===== src/rtl/vga_mode_ctrl_if.sv =====
// Host-side mode request handshake for vga_mode_ctrl.
// The host drives the mode select and request pulse; the controller answers with ack, busy and drop status.
interface vga_mode_ctrl_if;
  logic [1:0] mode_sel;
  logic       mode_req;
  logic       mode_ack;
  logic       busy;
  logic       req_drop;

  modport master (
    output mode_sel, mode_req,
    input  mode_ack, busy, req_drop
  );

  modport slave (
    input  mode_sel, mode_req,
    output mode_ack, busy, req_drop
  );
endinterface


===== src/rtl/vga_mode_ctrl.sv =====
// Run-time VGA mode controller: sequences glitch-free mode switches.
// Optional frame-wait watchdog: define VGA_MODE_CTRL_WDT_EN.
module vga_mode_ctrl #(
  parameter int RESET_MODE   = 3,
  parameter int HALT_CYCLES  = 16,
  parameter int BLANK_FRAMES = 2,
  parameter int WDT_CYCLES   = 2000000
) (
  input  logic        pxl_clk,
  input  logic        pxl_rstn,
  vga_mode_ctrl_if.slave host,
  input  logic        frame_start,
  output logic        tg_en,
  output logic        blank,
  output logic [1:0]  mode_cur,
  output logic [11:0] frame_width,
  output logic [11:0] frame_height,
  output logic [11:0] h_fp,
  output logic [11:0] h_pw,
  output logic [11:0] h_max,
  output logic [11:0] v_fp,
  output logic [11:0] v_pw,
  output logic [11:0] v_max,
  output logic        h_pol,
  output logic        v_pol
);

  localparam int HW = (HALT_CYCLES > 1) ? $clog2(HALT_CYCLES) : 1;
  localparam int FW = (BLANK_FRAMES > 1) ? $clog2(BLANK_FRAMES) : 1;
  localparam logic [HW-1:0] H_LAST = HW'(HALT_CYCLES - 1);
  localparam logic [FW-1:0] F_LAST = FW'(BLANK_FRAMES - 1);

  typedef enum logic [2:0] {
    INIT, IDLE, WAIT_FRAME, HALT, RUN_BLANK
  } state_t;

  typedef struct packed {
    logic [11:0] w, h;
    logic [11:0] hfp, hpw, hmax;
    logic [11:0] vfp, vpw, vmax;
    logic        hpol, vpol;
  } mode_t;

  function automatic mode_t mode_tab(input logic [1:0] m);
    mode_t t;
    unique case (m)
      2'd0: t = '{12'd640, 12'd480, 12'd16, 12'd96, 12'd800,
                  12'd10, 12'd2, 12'd525, 1'b0, 1'b0};
      2'd1: t = '{12'd800, 12'd600, 12'd40, 12'd128, 12'd1056,
                  12'd1, 12'd4, 12'd628, 1'b1, 1'b1};
      2'd2: t = '{12'd1280, 12'd720, 12'd110, 12'd40, 12'd1650,
                  12'd5, 12'd5, 12'd750, 1'b1, 1'b1};
      default: t = '{12'd1280, 12'd1024, 12'd48, 12'd112, 12'd1688,
                     12'd1, 12'd3, 12'd1066, 1'b1, 1'b1};
    endcase
    return t;
  endfunction

  state_t        state, state_n;
  logic [HW-1:0] cnt, cnt_n;
  logic [FW-1:0] fcnt, fcnt_n;
  logic [1:0]    tgt, tgt_n;
  logic          from_init, from_init_n;
  logic          same_pend, same_pend_n;
  logic          ack_q, ack_n;
  logic          drop_q, drop_n;
  logic          busy_q;
  logic          load;
  logic          wdt_to;
  mode_t         prm;

`ifdef VGA_MODE_CTRL_WDT_EN
  logic [23:0] wdt;
  logic        waiting;

  assign waiting = (state == WAIT_FRAME) || (state == RUN_BLANK);
  assign wdt_to  = waiting && (wdt == 24'(WDT_CYCLES - 1));

  // Restart the timeout window on every state change and every counted frame.
  always_ff @(posedge pxl_clk or negedge pxl_rstn) begin
    if (!pxl_rstn) begin
      wdt <= '0;
    end else if ((state_n != state) || wdt_to ||
                 ((state == RUN_BLANK) && frame_start)) begin
      wdt <= '0;
    end else if (waiting) begin
      wdt <= wdt + 24'd1;
    end
  end
`else
  assign wdt_to = 1'b0;
`endif

  always_comb begin
    state_n     = state;
    cnt_n       = cnt;
    fcnt_n      = fcnt;
    tgt_n       = tgt;
    from_init_n = from_init;
    same_pend_n = 1'b0;
    ack_n       = same_pend;
    drop_n      = drop_q;
    load        = 1'b0;
    unique case (state)
      INIT: begin
        if (cnt == H_LAST) begin
          state_n     = RUN_BLANK;
          cnt_n       = '0;
          fcnt_n      = '0;
          from_init_n = 1'b1;
        end else begin
          cnt_n = cnt + HW'(1);
        end
      end
      IDLE: begin
        if (host.mode_req) begin
          if (host.mode_sel != mode_cur) begin
            tgt_n   = host.mode_sel;
            drop_n  = 1'b0;
            state_n = WAIT_FRAME;
          end else begin
            same_pend_n = 1'b1;
          end
        end
      end
      WAIT_FRAME: begin
        if (frame_start || wdt_to) begin
          state_n = HALT;
          cnt_n   = '0;
          load    = 1'b1;
        end
      end
      HALT: begin
        if (cnt == H_LAST) begin
          state_n     = RUN_BLANK;
          cnt_n       = '0;
          fcnt_n      = '0;
          from_init_n = 1'b0;
        end else begin
          cnt_n = cnt + HW'(1);
        end
      end
      RUN_BLANK: begin
        if (frame_start || wdt_to) begin
          if (fcnt == F_LAST) begin
            state_n = IDLE;
            ack_n   = !from_init;
          end else begin
            fcnt_n = fcnt + FW'(1);
          end
        end
      end
      default: state_n = INIT;
    endcase
    if (host.mode_req && (state != IDLE))
      drop_n = 1'b1;
  end

  always_ff @(posedge pxl_clk or negedge pxl_rstn) begin
    if (!pxl_rstn) begin
      state     <= INIT;
      cnt       <= '0;
      fcnt      <= '0;
      tgt       <= 2'(RESET_MODE);
      from_init <= 1'b0;
      same_pend <= 1'b0;
      ack_q     <= 1'b0;
      drop_q    <= 1'b0;
      busy_q    <= 1'b1;
      tg_en     <= 1'b0;
      blank     <= 1'b1;
      mode_cur  <= 2'(RESET_MODE);
      prm       <= mode_tab(2'(RESET_MODE));
    end else begin
      state     <= state_n;
      cnt       <= cnt_n;
      fcnt      <= fcnt_n;
      tgt       <= tgt_n;
      from_init <= from_init_n;
      same_pend <= same_pend_n;
      ack_q     <= ack_n;
      drop_q    <= drop_n;
      busy_q    <= (state_n != IDLE);
      tg_en     <= (state_n != INIT) && (state_n != HALT);
      blank     <= (state_n != IDLE);
      if (load) begin
        mode_cur <= tgt;
        prm      <= mode_tab(tgt);
      end
    end
  end

  assign host.mode_ack = ack_q;
  assign host.busy     = busy_q;
  assign host.req_drop = drop_q;

  assign frame_width  = prm.w;
  assign frame_height = prm.h;
  assign h_fp         = prm.hfp;
  assign h_pw         = prm.hpw;
  assign h_max        = prm.hmax;
  assign v_fp         = prm.vfp;
  assign v_pw         = prm.vpw;
  assign v_max        = prm.vmax;
  assign h_pol        = prm.hpol;
  assign v_pol        = prm.vpol;

endmodule


===== src/flat_wrapper.sv =====
// flat-port wrapper written by rule: the top's interface ports become plain ports
module vga_mode_ctrl_flat 
#(
  parameter int RESET_MODE   = 3,
  parameter int HALT_CYCLES  = 16,
  parameter int BLANK_FRAMES = 2,
  parameter int WDT_CYCLES   = 2000000
)
  (pxl_clk, pxl_rstn, frame_start, tg_en, blank, mode_cur, frame_width, frame_height, h_fp, h_pw, h_max, v_fp, v_pw, v_max, h_pol, v_pol, host_mode_sel, host_mode_req, host_mode_ack, host_busy, host_req_drop);
  vga_mode_ctrl_if host_i ();
  input  logic pxl_clk;
  input  logic pxl_rstn;
  input  logic frame_start;
  output logic tg_en;
  output logic blank;
  output logic [1:0] mode_cur;
  output logic [11:0] frame_width;
  output logic [11:0] frame_height;
  output logic [11:0] h_fp;
  output logic [11:0] h_pw;
  output logic [11:0] h_max;
  output logic [11:0] v_fp;
  output logic [11:0] v_pw;
  output logic [11:0] v_max;
  output logic h_pol;
  output logic v_pol;
  input wire logic [$bits(host_i.mode_sel)-1:0] host_mode_sel;
  input wire logic [$bits(host_i.mode_req)-1:0] host_mode_req;
  output wire logic [$bits(host_i.mode_ack)-1:0] host_mode_ack;
  output wire logic [$bits(host_i.busy)-1:0] host_busy;
  output wire logic [$bits(host_i.req_drop)-1:0] host_req_drop;
  assign host_i.mode_sel = host_mode_sel;
  assign host_i.mode_req = host_mode_req;
  assign host_mode_ack = host_i.mode_ack;
  assign host_busy = host_i.busy;
  assign host_req_drop = host_i.req_drop;
  vga_mode_ctrl #(.RESET_MODE(RESET_MODE), .HALT_CYCLES(HALT_CYCLES), .BLANK_FRAMES(BLANK_FRAMES), .WDT_CYCLES(WDT_CYCLES)) u_core (.pxl_clk(pxl_clk), .pxl_rstn(pxl_rstn), .host(host_i), .frame_start(frame_start), .tg_en(tg_en), .blank(blank), .mode_cur(mode_cur), .frame_width(frame_width), .frame_height(frame_height), .h_fp(h_fp), .h_pw(h_pw), .h_max(h_max), .v_fp(v_fp), .v_pw(v_pw), .v_max(v_max), .h_pol(h_pol), .v_pol(v_pol));
endmodule

===== config.mk =====
export PLATFORM = sky130hd
export DESIGN_NAME = vga_mode_ctrl_flat
export DESIGN_NICKNAME = d
export VERILOG_FILES = /design/src/rtl/vga_mode_ctrl_if.sv /design/src/rtl/vga_mode_ctrl.sv /design/src/flat_wrapper.sv
export SDC_FILE = /design/constraint.sdc
export NUM_CORES = 1
export LEC_CHECK = 0
export BUFFER_PORTS_ARGS = -buffer_cell sky130_fd_sc_hd__buf_2
export CAP_MARGIN = 5
export CELL_PAD_IN_SITES_DETAIL_PLACEMENT = 0
export CELL_PAD_IN_SITES_GLOBAL_PLACEMENT = 2
export CORE_MARGIN = 2
export CORE_UTILIZATION = 22
export CTS_CLUSTER_SIZE = 8
export DETAILED_ROUTE_END_ITERATION = 8
export PLACE_DENSITY_LB_ADDON = 0.15
export SLEW_MARGIN = 15
export SYNTH_ARGS = -nofsm -noshare
export SYNTH_HDL_FRONTEND = slang
export SYNTH_SLANG_ARGS = --single-unit

===== constraint.sdc =====
create_clock -name pxl_clk -period 1.6 [get_ports pxl_clk]
set_clock_uncertainty 0.2 [all_clocks]
set_input_delay 0.08 -clock pxl_clk [delete_from_list [all_inputs] [get_ports pxl_clk]]
set_output_delay 0.08 -clock pxl_clk [all_outputs]
set_load 0.01 [all_outputs]

==> flow_summary_export.csv <==
group,metric,value,unit
run_status,status,"finished, final reports clean",
detailed_routing,routed_via_density,3.67,
worst_setup_path,reg2reg_slack,40,ps
worst_setup_path,r2r_cells,6,
place,io_buffers,64,
synth,ys_seq_area_share,36.6,%
synth,synth_top_area_share,31.4,%
global_route,grtUsageMet3,2.35,%
worst_setup_path,timing.rr.start,"u_core.state[0]$_DFF_PN0_",
synth,yosys_warnings,0,
place,place_ws,-78.1,ps
floorplan,ios,111,
floorplan,die_h,101,um
worst_setup_path,critPathKind,"register to register",
detailed_routing,postRouteAntennaNets,0,
floorplan,core.rowCount,35,
floorplan,initial_utilization,22.7,%
layout,mostFrequentLayoutCell,"buf_2",
synth,synth_area_leaders,"buf_4 (31%), dfrtp_1 (24%), dfstp_2 (13%)",
worst_setup_path,crit_required,1570,ps
layout,drive_above_1_share,46.0,%
global_route,use_met2,13.2,%
detailed_routing,first_pass_iters,4,
synth,synth.distinct_cells,33,
layout,layout_common_cells,"buf_2 (64), conb_1 (46), nand2_1 (36)",
sta,setup_ws,40.5,ps
sta,finalMaxSlewViolations,0,
sta,finalSetupViolations,0,
floorplan,die_w,101,um
sta,period_needed,1560,ps
clock_network,cts.clk_slew.worst_paths,70,ps
global_route,grt_start_max_net_pins,18,
global_route,track_usage,8.11,%
worst_setup_path,cp.arrival,1530,ps
synth,syn_area,2080,um^2
global_route,grt_pass1_wl,6440,um
synth,ys_seq_elements,30,
pwr,powerDensity,1920,nW/um^2
synth,syn_inst,230,
sta,final.period_utilization,97.5,%
layout,final_core_util,27.4,%
clock_network,cts_tree,"done",
worst_setup_path,worstSetupEndpointType,"register",
global_route,grt_overflow_total,0,
clock_network,cts_root_buf,"clkbuf_8",
layout,area_growth,21.0,%
clock_network,htreeDepth,2,
place,gp_routability_congestion,0.760,
sta,fmaxAchievable,641,MHz
worst_setup_path,startpoint_type,"register",
detailed_routing,drtIter0Drc,14,
worst_setup_path,cp_max_fo,6,
sta,fin_tns_setup,0,ps
run,cap_violations,0,
global_route,antenna_found_initial,0,
floorplan,core,9200,um^2
clock_network,clock-sinks,30,
pwr,ir_worst_vdd,412,uV
global_route,use_met1,10.4,%
pwr,power_leakage,1.32,nW
layout,nets,301,
worst_setup_path,crit-reg2reg-capture,"u_core.cnt[0]$_DFFE_PN0P_",
clock_network,insertion_delay,280,ps
detailed_routing,drc,0,
detailed_routing,wl,4190,um
detailed_routing,wl_per_cell,10.5,um
sta,hold_viol,0,
place,dp_hpwl,3170,um
synth,synth_top_area_cell,"buf_4",
floorplan,die_area,10300,um^2
synth,syn_area_per_cell,9.06,um^2
sta,rsz0062_at_grt,"yes",
clock_network,numCtsBuffers,5,
worst_hold_path,hold_class,"input pin to async pin",
detailed_routing,vias,1466,
global_route,grt_pass1_vias,1325,
layout,antenna_cells,0,
global_route,busiest_layer,"met2",
clock_network,cts_max_path_buffers,2,
## state kept, by name (all words and copies together), names as in the netlist
name                  count
u_core.tgt                2
u_core.mode_cur           2
u_core.tg_en              1
u_core.frame_height       5
u_core.state              3
u_core.frame_width        2
u_core.fcnt               1
u_core.from_init          1
u_core.h_max              1
u_core.host.req_drop      1
u_core.h_pw               4
u_core.host.mode_ack      1
u_core.cnt                4
u_core.blank              1
u_core.same_pend          1
## synthesized netlist by cell type
master and instances:
xnor2_1 2, o31ai_1 4, o21ai_1 7, nor2_1 7, inv_1 4, nand3b_1 2
conb_1 1, mux2i_4 1, or2_1 1, buf_4 87, xor2_2 1, o21ai_0 10
nor3_1 2, o32ai_1 1, a21o_1 2, mux2_4 1, mux2i_1 2, a22o_1 1
nor2_2 1, nand4bb_1 1, or3b_1 1, nand2_1 36, buf_2 5, and2_1 1
a21oi_1 3, dfrtp_1 20, a41oi_1 1, nand2b_1 3, ha_1 7, nor4_1 1
nor2b_1 2, dfstp_2 10, nand3_1 2
## worst max-delay path: stages (launching register included)
cell	delay, ps
dfrtp_2	470
xor2_4	220
nor2_4	150
buf_4	130
buf_4	100
nand3b_1	90
o21ai_0	70
## per-layer routing
metal,up-vias,part of all wire (%)
li1,727,-
met1,672,45
met2,61,48
met3,6,5.9
met4,0,1.2
met5,-,0
## worst max path at each step
stage,startpoint,to,slack (ps),cells past startpoint
3_5_place_dp,u_core.state[1]$_DFF_PN0_,u_core.cnt[3]$_DFFE_PN0P_,-80,4
2_1_floorplan,u_core.state[1]$_DFF_PN0_,u_core.cnt[2]$_DFFE_PN0P_,2,5
5_1_grt,u_core.state[1]$_DFF_PN0_,u_core.cnt[0]$_DFFE_PN0P_,-70,6
3_3_place_gp,u_core.state[1]$_DFF_PN0_,u_core.cnt[3]$_DFFE_PN0P_,-90,4
4_1_cts,u_core.state[1]$_DFF_PN0_,u_core.cnt[3]$_DFFE_PN0P_,-9,5
6_report,u_core.state[0]$_DFF_PN0_,u_core.cnt[0]$_DFFE_PN0P_,40,6
## layout make-up
cell class,instances,area (um^2)
fillers,1012,6680
repair buffers,98,609
inverters,4,15.0
flip-flops and latches,30,767
clock inverters,1,5.00
clock buffers,7,86.3
well taps,111,139
multi-input cells,149,900
## cell families after synthesis
| logic type | after synthesis | synth area share (%) |
|---|---|---|
| mux | 4 | 2.76 |
| fa+ha+maj | 7 | 4.20 |
| xor+xnor | 3 | 1.62 |
| buf+inv | 96 | 33.3 |
| compound gates | 29 | 8.23 |
| flops | 30 | 36.6 |
| simple gates | 60 | 13.1 |
| other cells | 1 | 0.180 |
## timing repair
| action | CTS | global route |
|---|---|---|
| endpoints found under the hold margin | 26 | 0 |
| pin swaps | 2 | 3 |
| setup buffers | 3 | 3 |
| gates resized for setup | 7 | 19 |
| setup endpoints to repair | 8 | 13 |
| hold buffers | 5 | 0 |
## per-stage QoR
step	total power [W]	instance area, um^2	hold slack [ps]	cells
2_1_floorplan	0.00344	2260	-416	275
3_3_place_gp	0.00390	2230	-172	381
3_5_place_dp	0.00388	2230	-167	381
4_1_cts	0.00468	2420	54.9	397
5_1_grt	0.00529	2520	98.1	400
6_report	0.00483	2520	59.9	400
## where the power goes
part | switching [W] | internal (W) | total [W]
combinational | 0.00140 | 0.00130 | 0.00270
clock | 0.000301 | 0.000347 | 0.000648
sequential | 0.000319 | 0.00117 | 0.00149
Note: power is estimated with default switching activity, not from simulation.
